<file path="src/rtl/obc_shift_accumulator.sv">
// Bit-serial OBC shift-accumulator: sums four ROM words per bit-slice and folds them
// into a right-shifting accumulator, subtracting on the sign slice to emit one bin.
module obc_shift_accumulator #(
  parameter int unsigned DATA_W = 32,
  parameter int unsigned BITS   = 16,
  parameter int unsigned ACC_W  = DATA_W + 2
) (
  input  logic                     clk,
  input  logic                     rst_n,
  input  logic                     start,
  input  logic [DATA_W-1:0]        init_offset,
  input  logic                     in_valid,
  input  logic [DATA_W-1:0]        rom0,
  input  logic [DATA_W-1:0]        rom1,
  input  logic [DATA_W-1:0]        rom2,
  input  logic [DATA_W-1:0]        rom3,
  output logic                     busy,
  output logic                     out_valid,
  output logic [ACC_W-1:0]         result
);

  localparam int unsigned CNT_W = (BITS > 2) ? $clog2(BITS) : 1;
  localparam int unsigned EXT_W = ACC_W - DATA_W;
  localparam logic [CNT_W-1:0] LAST_BEAT = CNT_W'(BITS - 1);

  typedef enum logic [0:0] {
    IDLE  = 1'b0,
    ACCUM = 1'b1
  } state_t;

  state_t                   state;
  state_t                   state_nxt;
  logic signed [ACC_W-1:0]  acc;
  logic signed [ACC_W-1:0]  acc_nxt;
  logic [CNT_W-1:0]         cnt;
  logic [CNT_W-1:0]         cnt_nxt;
  logic [ACC_W-1:0]         result_nxt;
  logic                     out_valid_nxt;

  logic signed [ACC_W-1:0]  sum_c;
  logic signed [ACC_W:0]    wide_c;
  logic signed [ACC_W-1:0]  shifted_c;
  logic                     last_beat_c;

  function automatic logic signed [ACC_W-1:0] sext(input logic [DATA_W-1:0] w);
    return {{EXT_W{w[DATA_W-1]}}, w};
  endfunction

  // Four-word sum fits ACC_W; acc+sum needs one more bit before the halving shift.
  assign sum_c       = sext(rom0) + sext(rom1) + sext(rom2) + sext(rom3);
  assign wide_c      = {acc[ACC_W-1], acc} + {sum_c[ACC_W-1], sum_c};
  assign shifted_c   = ACC_W'(wide_c >>> 1);
  assign last_beat_c = (cnt == LAST_BEAT);
  assign busy        = (state == ACCUM);

  always_ff @(posedge clk or negedge rst_n) begin
    if (!rst_n) begin
      state     <= IDLE;
      acc       <= '0;
      cnt       <= '0;
      result    <= '0;
      out_valid <= 1'b0;
    end else begin
      state     <= state_nxt;
      acc       <= acc_nxt;
      cnt       <= cnt_nxt;
      result    <= result_nxt;
      out_valid <= out_valid_nxt;
    end
  end

  // Next-state: start always (re)enters ACCUM; the MSB beat returns to IDLE.
  always_comb begin
    state_nxt = state;
    case (state)
      IDLE: begin
        if (start) state_nxt = ACCUM;
      end
      ACCUM: begin
        if (start)                        state_nxt = ACCUM;
        else if (in_valid && last_beat_c) state_nxt = IDLE;
      end
      default: state_nxt = IDLE;
    endcase
  end

  // Datapath/output next values; start takes priority over any beat in the same cycle.
  always_comb begin
    acc_nxt       = acc;
    cnt_nxt       = cnt;
    result_nxt    = result;
    out_valid_nxt = 1'b0;
    if (start) begin
      acc_nxt = sext(init_offset);
      cnt_nxt = '0;
    end else if (state == ACCUM && in_valid) begin
      if (last_beat_c) begin
        result_nxt    = ACC_W'(acc - sum_c);
        out_valid_nxt = 1'b1;
      end else begin
        acc_nxt = shifted_c;
        cnt_nxt = cnt + CNT_W'(1);
      end
    end
  end

endmodule
</file>
<file path="config.mk">
export PLATFORM = sky130hd
export DESIGN_NAME = obc_shift_accumulator
export DESIGN_NICKNAME = d
export VERILOG_FILES = /design/src/rtl/obc_shift_accumulator.sv
export SDC_FILE = /design/constraint.sdc
export NUM_CORES = 1
export LEC_CHECK = 0
export CAP_MARGIN = 20
export CORE_MARGIN = 2
export CORE_UTILIZATION = 40
export DETAILED_ROUTE_END_ITERATION = 6
export PLACE_DENSITY = 0.65
export SYNTH_ARGS = -nofsm -noshare
export SYNTH_HDL_FRONTEND = slang
export SYNTH_SLANG_ARGS = --single-unit
</file>
<file path="constraint.sdc">
create_clock -name clk -period 6.5 [get_ports clk]
set_clock_uncertainty 0.2 [all_clocks]
set_input_delay 1.3 -clock clk [delete_from_list [all_inputs] [get_ports clk]]
set_output_delay 1.3 -clock clk [all_outputs]
set_load 0.1 [all_outputs]
</file>
==> results of run 1 <==
## through the flow
step | power [mW] | TNS (ns)
2_1_floorplan | 5.08 | -0.845
3_3_place_gp | 8.07 | -24.00
3_5_place_dp | 8.14 | -26.06
4_1_cts | 9.19 | -1.46
5_1_grt | 10.6 | -5.58
6_report | 9.78 | -1.35
## layer usage
metal / vias to the layer above / routed length, microns / global-route usage (%)
met2: 210 / 14000 / 38.5
met3: 34 / 1250 / 3.17
met1: 4627 / 12800 / 28.5
met5: - / 0 / 0
li1: 4831 / - / -
met4: 0 / 602 / 6.27
## cells by family after synthesis
kind of cell | Yosys count | share of synthesized area (%)
fa+ha+maj | 175 | 27.6
xor+xnor | 90 | 8.09
simple gates | 285 | 13.1
flops | 74 | 19.0
mux | 7 | 0.719
buf+inv | 254 | 9.97
compound gates | 311 | 21.5
## final cells by class
cell class	instances	area, sq um	share of cell area [%]
clock buffers	9	225	1.50
well taps	324	405	2.71
clock inverters	7	86.3	0.577
flip-flops and latches	74	1850	12.4
multi-input cells	868	7660	51.2
inverters	216	818	5.47
repair buffers	453	3930	26.2
## cell usage after synthesis, types with 3 or more instances
cell / count
sky130_fd_sc_hd__nor2b_1: 14
sky130_fd_sc_hd__and3_1: 11
sky130_fd_sc_hd__nor3_1: 12
sky130_fd_sc_hd__o221ai_1: 21
sky130_fd_sc_hd__o311ai_1: 3
sky130_fd_sc_hd__a21boi_0: 4
sky130_fd_sc_hd__nand3_1: 14
sky130_fd_sc_hd__a22oi_1: 8
sky130_fd_sc_hd__a31oi_1: 9
sky130_fd_sc_hd__a211o_1: 3
sky130_fd_sc_hd__o211ai_1: 6
sky130_fd_sc_hd__a21o_1: 30
sky130_fd_sc_hd__o21a_1: 5
sky130_fd_sc_hd__nor4_1: 5
sky130_fd_sc_hd__and2_1: 4
sky130_fd_sc_hd__a21oi_1: 83
sky130_fd_sc_hd__nor2_1: 71
sky130_fd_sc_hd__nand2_1: 121
sky130_fd_sc_hd__fa_1: 67
sky130_fd_sc_hd__nand4_1: 8
sky130_fd_sc_hd__a211oi_1: 3
sky130_fd_sc_hd__inv_1: 214
sky130_fd_sc_hd__o21bai_1: 18
sky130_fd_sc_hd__or3_1: 4
sky130_fd_sc_hd__xor2_1: 25
sky130_fd_sc_hd__clkbuf_1: 34
sky130_fd_sc_hd__nand2b_1: 14
sky130_fd_sc_hd__a221o_1: 3
sky130_fd_sc_hd__mux2i_1: 7
sky130_fd_sc_hd__o21ai_1: 15
sky130_fd_sc_hd__o31ai_1: 7
sky130_fd_sc_hd__a221oi_1: 4
sky130_fd_sc_hd__ha_1: 108
sky130_fd_sc_hd__xnor2_1: 65
sky130_fd_sc_hd__o21ai_0: 56
sky130_fd_sc_hd__o41ai_1: 4
sky130_fd_sc_hd__dfrtp_1: 74
## critical path, delay by kind of cell
kind / cells / cell delay, ns
compound gates: 13 / 2.64
fa+ha+maj: 5 / 1.78
simple gates: 3 / 0.33
mux: 1 / 0.13
xor+xnor: 1 / 0.20
buf+inv: 6 / 0.52
## registers in the layout (all words and copies together), names as in the netlist
register and cells:
acc 34, busy 1, cnt 4, out_valid 1
result 34
## worst min path at each step
stage               slack, ns        end      start  depth (start not counted)
floorplan                0.29     cnt[1]     cnt[1]                          1
global placement         0.25  result[5]  result[5]                          2
detailed placement       0.26  result[5]  result[5]                          2
CTS                      0.27  result[5]  result[5]                          2
global route             0.30  result[0]  result[0]                          2
finish                   0.27  result[5]  result[5]                          2
## cell usage in the layout, fill, tap and decap left out, drive strengths merged, types with 9 or more instances in the layout
cell type and instances:
a21o 30, a21oi 85, a31oi 10, and3 12, buf 259, clkbuf 9
clkdlybuf4s50 176, dfrtp 74, dlygate4sd2 12, fa 67, ha 108, inv 218
nand2 121, nand2b 14, nand3 14, nor2 72, nor2b 14, nor3 12
o21ai 73, o21bai 19, o221ai 21, o31ai 9, xnor2 65, xor2 25
## where the power goes
part           leakage, nW  internal (mW)  switching [mW]  total, mW
registers            0.964          0.568           0.116      0.684
logic                 6.18           4.37            4.18       8.55
clock network        0.150          0.306           0.241      0.547
total                 7.30           5.24            4.54       9.78
## what timing repair did
item,CTS,global route
pin swaps,75,71
setup endpoints to repair,32,32
gates resized for setup,99,92
setup buffers,18,10
==> Implementation_results.wiki, run 1 <==
{| class="wikitable"
! Metric !! Value
|-
| Run status || finished with violations
|-
| Routability cong. || 0.868
|-
| Portion of the post-synthesis area used by sequential elements || a little under a fifth
|-
| R2R cell count || 13
|-
| Clock latency reported for the late side of the worst-skew pair || 0.35 ns
|-
| Number of buffers added by the clock tree synthesis step || 9
|-
| Slew @ Worst Pin || around 1 ns
|-
| Total routing resource utilization after global routing || roughly 22%
|-
| Width of the chip || roughly 160 microns
|-
| Slowest cell delay on critical path || approximately 0.52 ns
|-
| FF-to-FF Start || acc[0]
|-
| Die Ht || approximately 160 microns
|-
| CP Max Fanout || 3
|-
| R2R Path End || acc[29]
|-
| DRT Wirelength || around 29 mm
|-
| Routed length per instance || ~15 microns
|-
| Combined area of all synthesized cells || between 0.009 and 0.01 sq mm
|-
| Hold-fix buffers at CTS || 0
|-
| Average instance area after synthesis || 8.15 sq um
|-
| Final hold slack || between 0.2 and 0.3 ns
|-
| Worst slew margin || 31.2%
|-
| Count of max-cap constraint violations || 0
|-
| Post-detailed-placement cell area || around 0.014 sq mm
|-
| Flip-flop cell with the highest count after synthesis || sky130_fd_sc_hd__dfrtp_1
|-
| H-tree lvl count || 3
|-
| DRC violations left || 0
|-
| Tcrit/Tclk final || 105%
|-
| Final cell count without fillers || between 1,500 and 2,000
|-
| Number of max-slew violations in the final report || 0
|-
| Count of final setup violators || 7
|-
| Hold/Removal Path Class || reg2reg
|-
| Core region area || roughly 0.024 sq mm
|-
| Detailed Routing Iterations Pass 1 || 5
|-
| Setup slack after layout || -0.346 ns
|-
| Critical-path top delay cell || sky130_fd_sc_hd__fa_1
|-
| Type of destination of the critical path || flip-flop
|-
| Layout cell share with drive strength beyond 1 || 25.6%
|-
| Internal reg-to-reg setup slack || around 2.7 ns
|-
| RSZ-0062 raised after global routing || true
|-
| Class of the most critical setup path || in2reg
|-
| Termination of the worst setup path || acc[29]
|-
| Number of I/O port buffers || roughly 200
|-
| Number of antenna violations at the first check in global routing || 0
|-
| Worst setup timing slack at the placement stage || -1.21 ns
|-
| Cell type contributing the most total cell area after synthesis || sky130_fd_sc_hd__dfrtp_1
|-
| Violation count after the first detailed-route iteration || around 350
|-
| Pleak || approximately 7.3 nW
|-
| Remaining antenna violation count || 0
|-
| P per Cell Area || approximately 650 mW/mm^2
|-
| Root Buffer || sky130_fd_sc_hd__clkbuf_16
|-
| CTS tree || yes
|-
| Max Clk Rate || roughly 150 MHz
|-
| Share of Yosys cell area claimed by the top area cell type || a little under a fifth
|-
| Origin of the worst setup path || rom1[1]
|-
| Total via count in the routed design || 9,702
|-
| Core Util, Final || between 60 and 70%
|-
| Net count of the mapped netlist || 1,535
|-
| Post-detailed-placement half-perimeter wirelength || 22.6 mm
|-
| Via count of the first global-routing pass || approximately 9,700
|-
| Die Footprint || 0.0256 sq mm
|-
| Post-synthesis to final-layout area growth || 53.7%
|-
| Cells after DPL || between 1,500 and 2,000
|-
| Cell count after synthesis || 1,196
|-
| Leading post-synthesis cells by cell area || sky130_fd_sc_hd__dfrtp_1 (19%), sky130_fd_sc_hd__ha_1 (14%), sky130_fd_sc_hd__fa_1 (14%), sky130_fd_sc_hd__inv_1 (8.2%), sky130_fd_sc_hd__xnor2_1 (5.8%)
|-
| EDFF count, synth || 0
|-
| Kind of start point of the critical path || primary input
|-
| Failing checks || setup timing
|-
| Nets || 1,961
|-
| Pin count of the biggest net entering global routing || between 60 and 70
|-
| Number of warnings issued by yosys || 0
|-
| Count of unique library cells instantiated by Yosys || a little under 70
|-
| Via-to-Cell Ratio || around 5
|-
| TritonCTS sink count || 74
|-
| Post-layout min period || around 7 ns
|-
| Async S/R FF share, synth || between 90% and 100%
|-
| Number of hold-slack violations in the final timing report || 0
|-
| Site row count || 57
|-
| GR Overflow Total || 0
|-
| Number of synthesized register bits || 74
|-
| Req. time, crit path || approximately 6.5 ns
|-
| Clock Path Buffers || 2
|-
| Arrival time of the worst setup path || 6.89 ns
|-
| Initial Util || between 40% and 50%
|-
| Clock transition at the registers of the reported paths || approximately 0.070 ns
|-
| # IOs || 200
|-
| Filler cells || 2,119
|-
| First-pass GRT wire length || around 46 mm
|-
| ANT cells || 0
|-
| Worst voltage drop across the vdd grid || approximately 0.00031 V
|-
| Final design area excluding fillers || about 0.015 sq mm
|}
No activity file was read; power rests on OpenSTA's default activity.
==> run 2: changes to the inputs <==
Settings changed: SLEW_MARGIN set to 20.
==> results of run 2 <==
Final layout, timing and power as in run 1 (identical DEF).
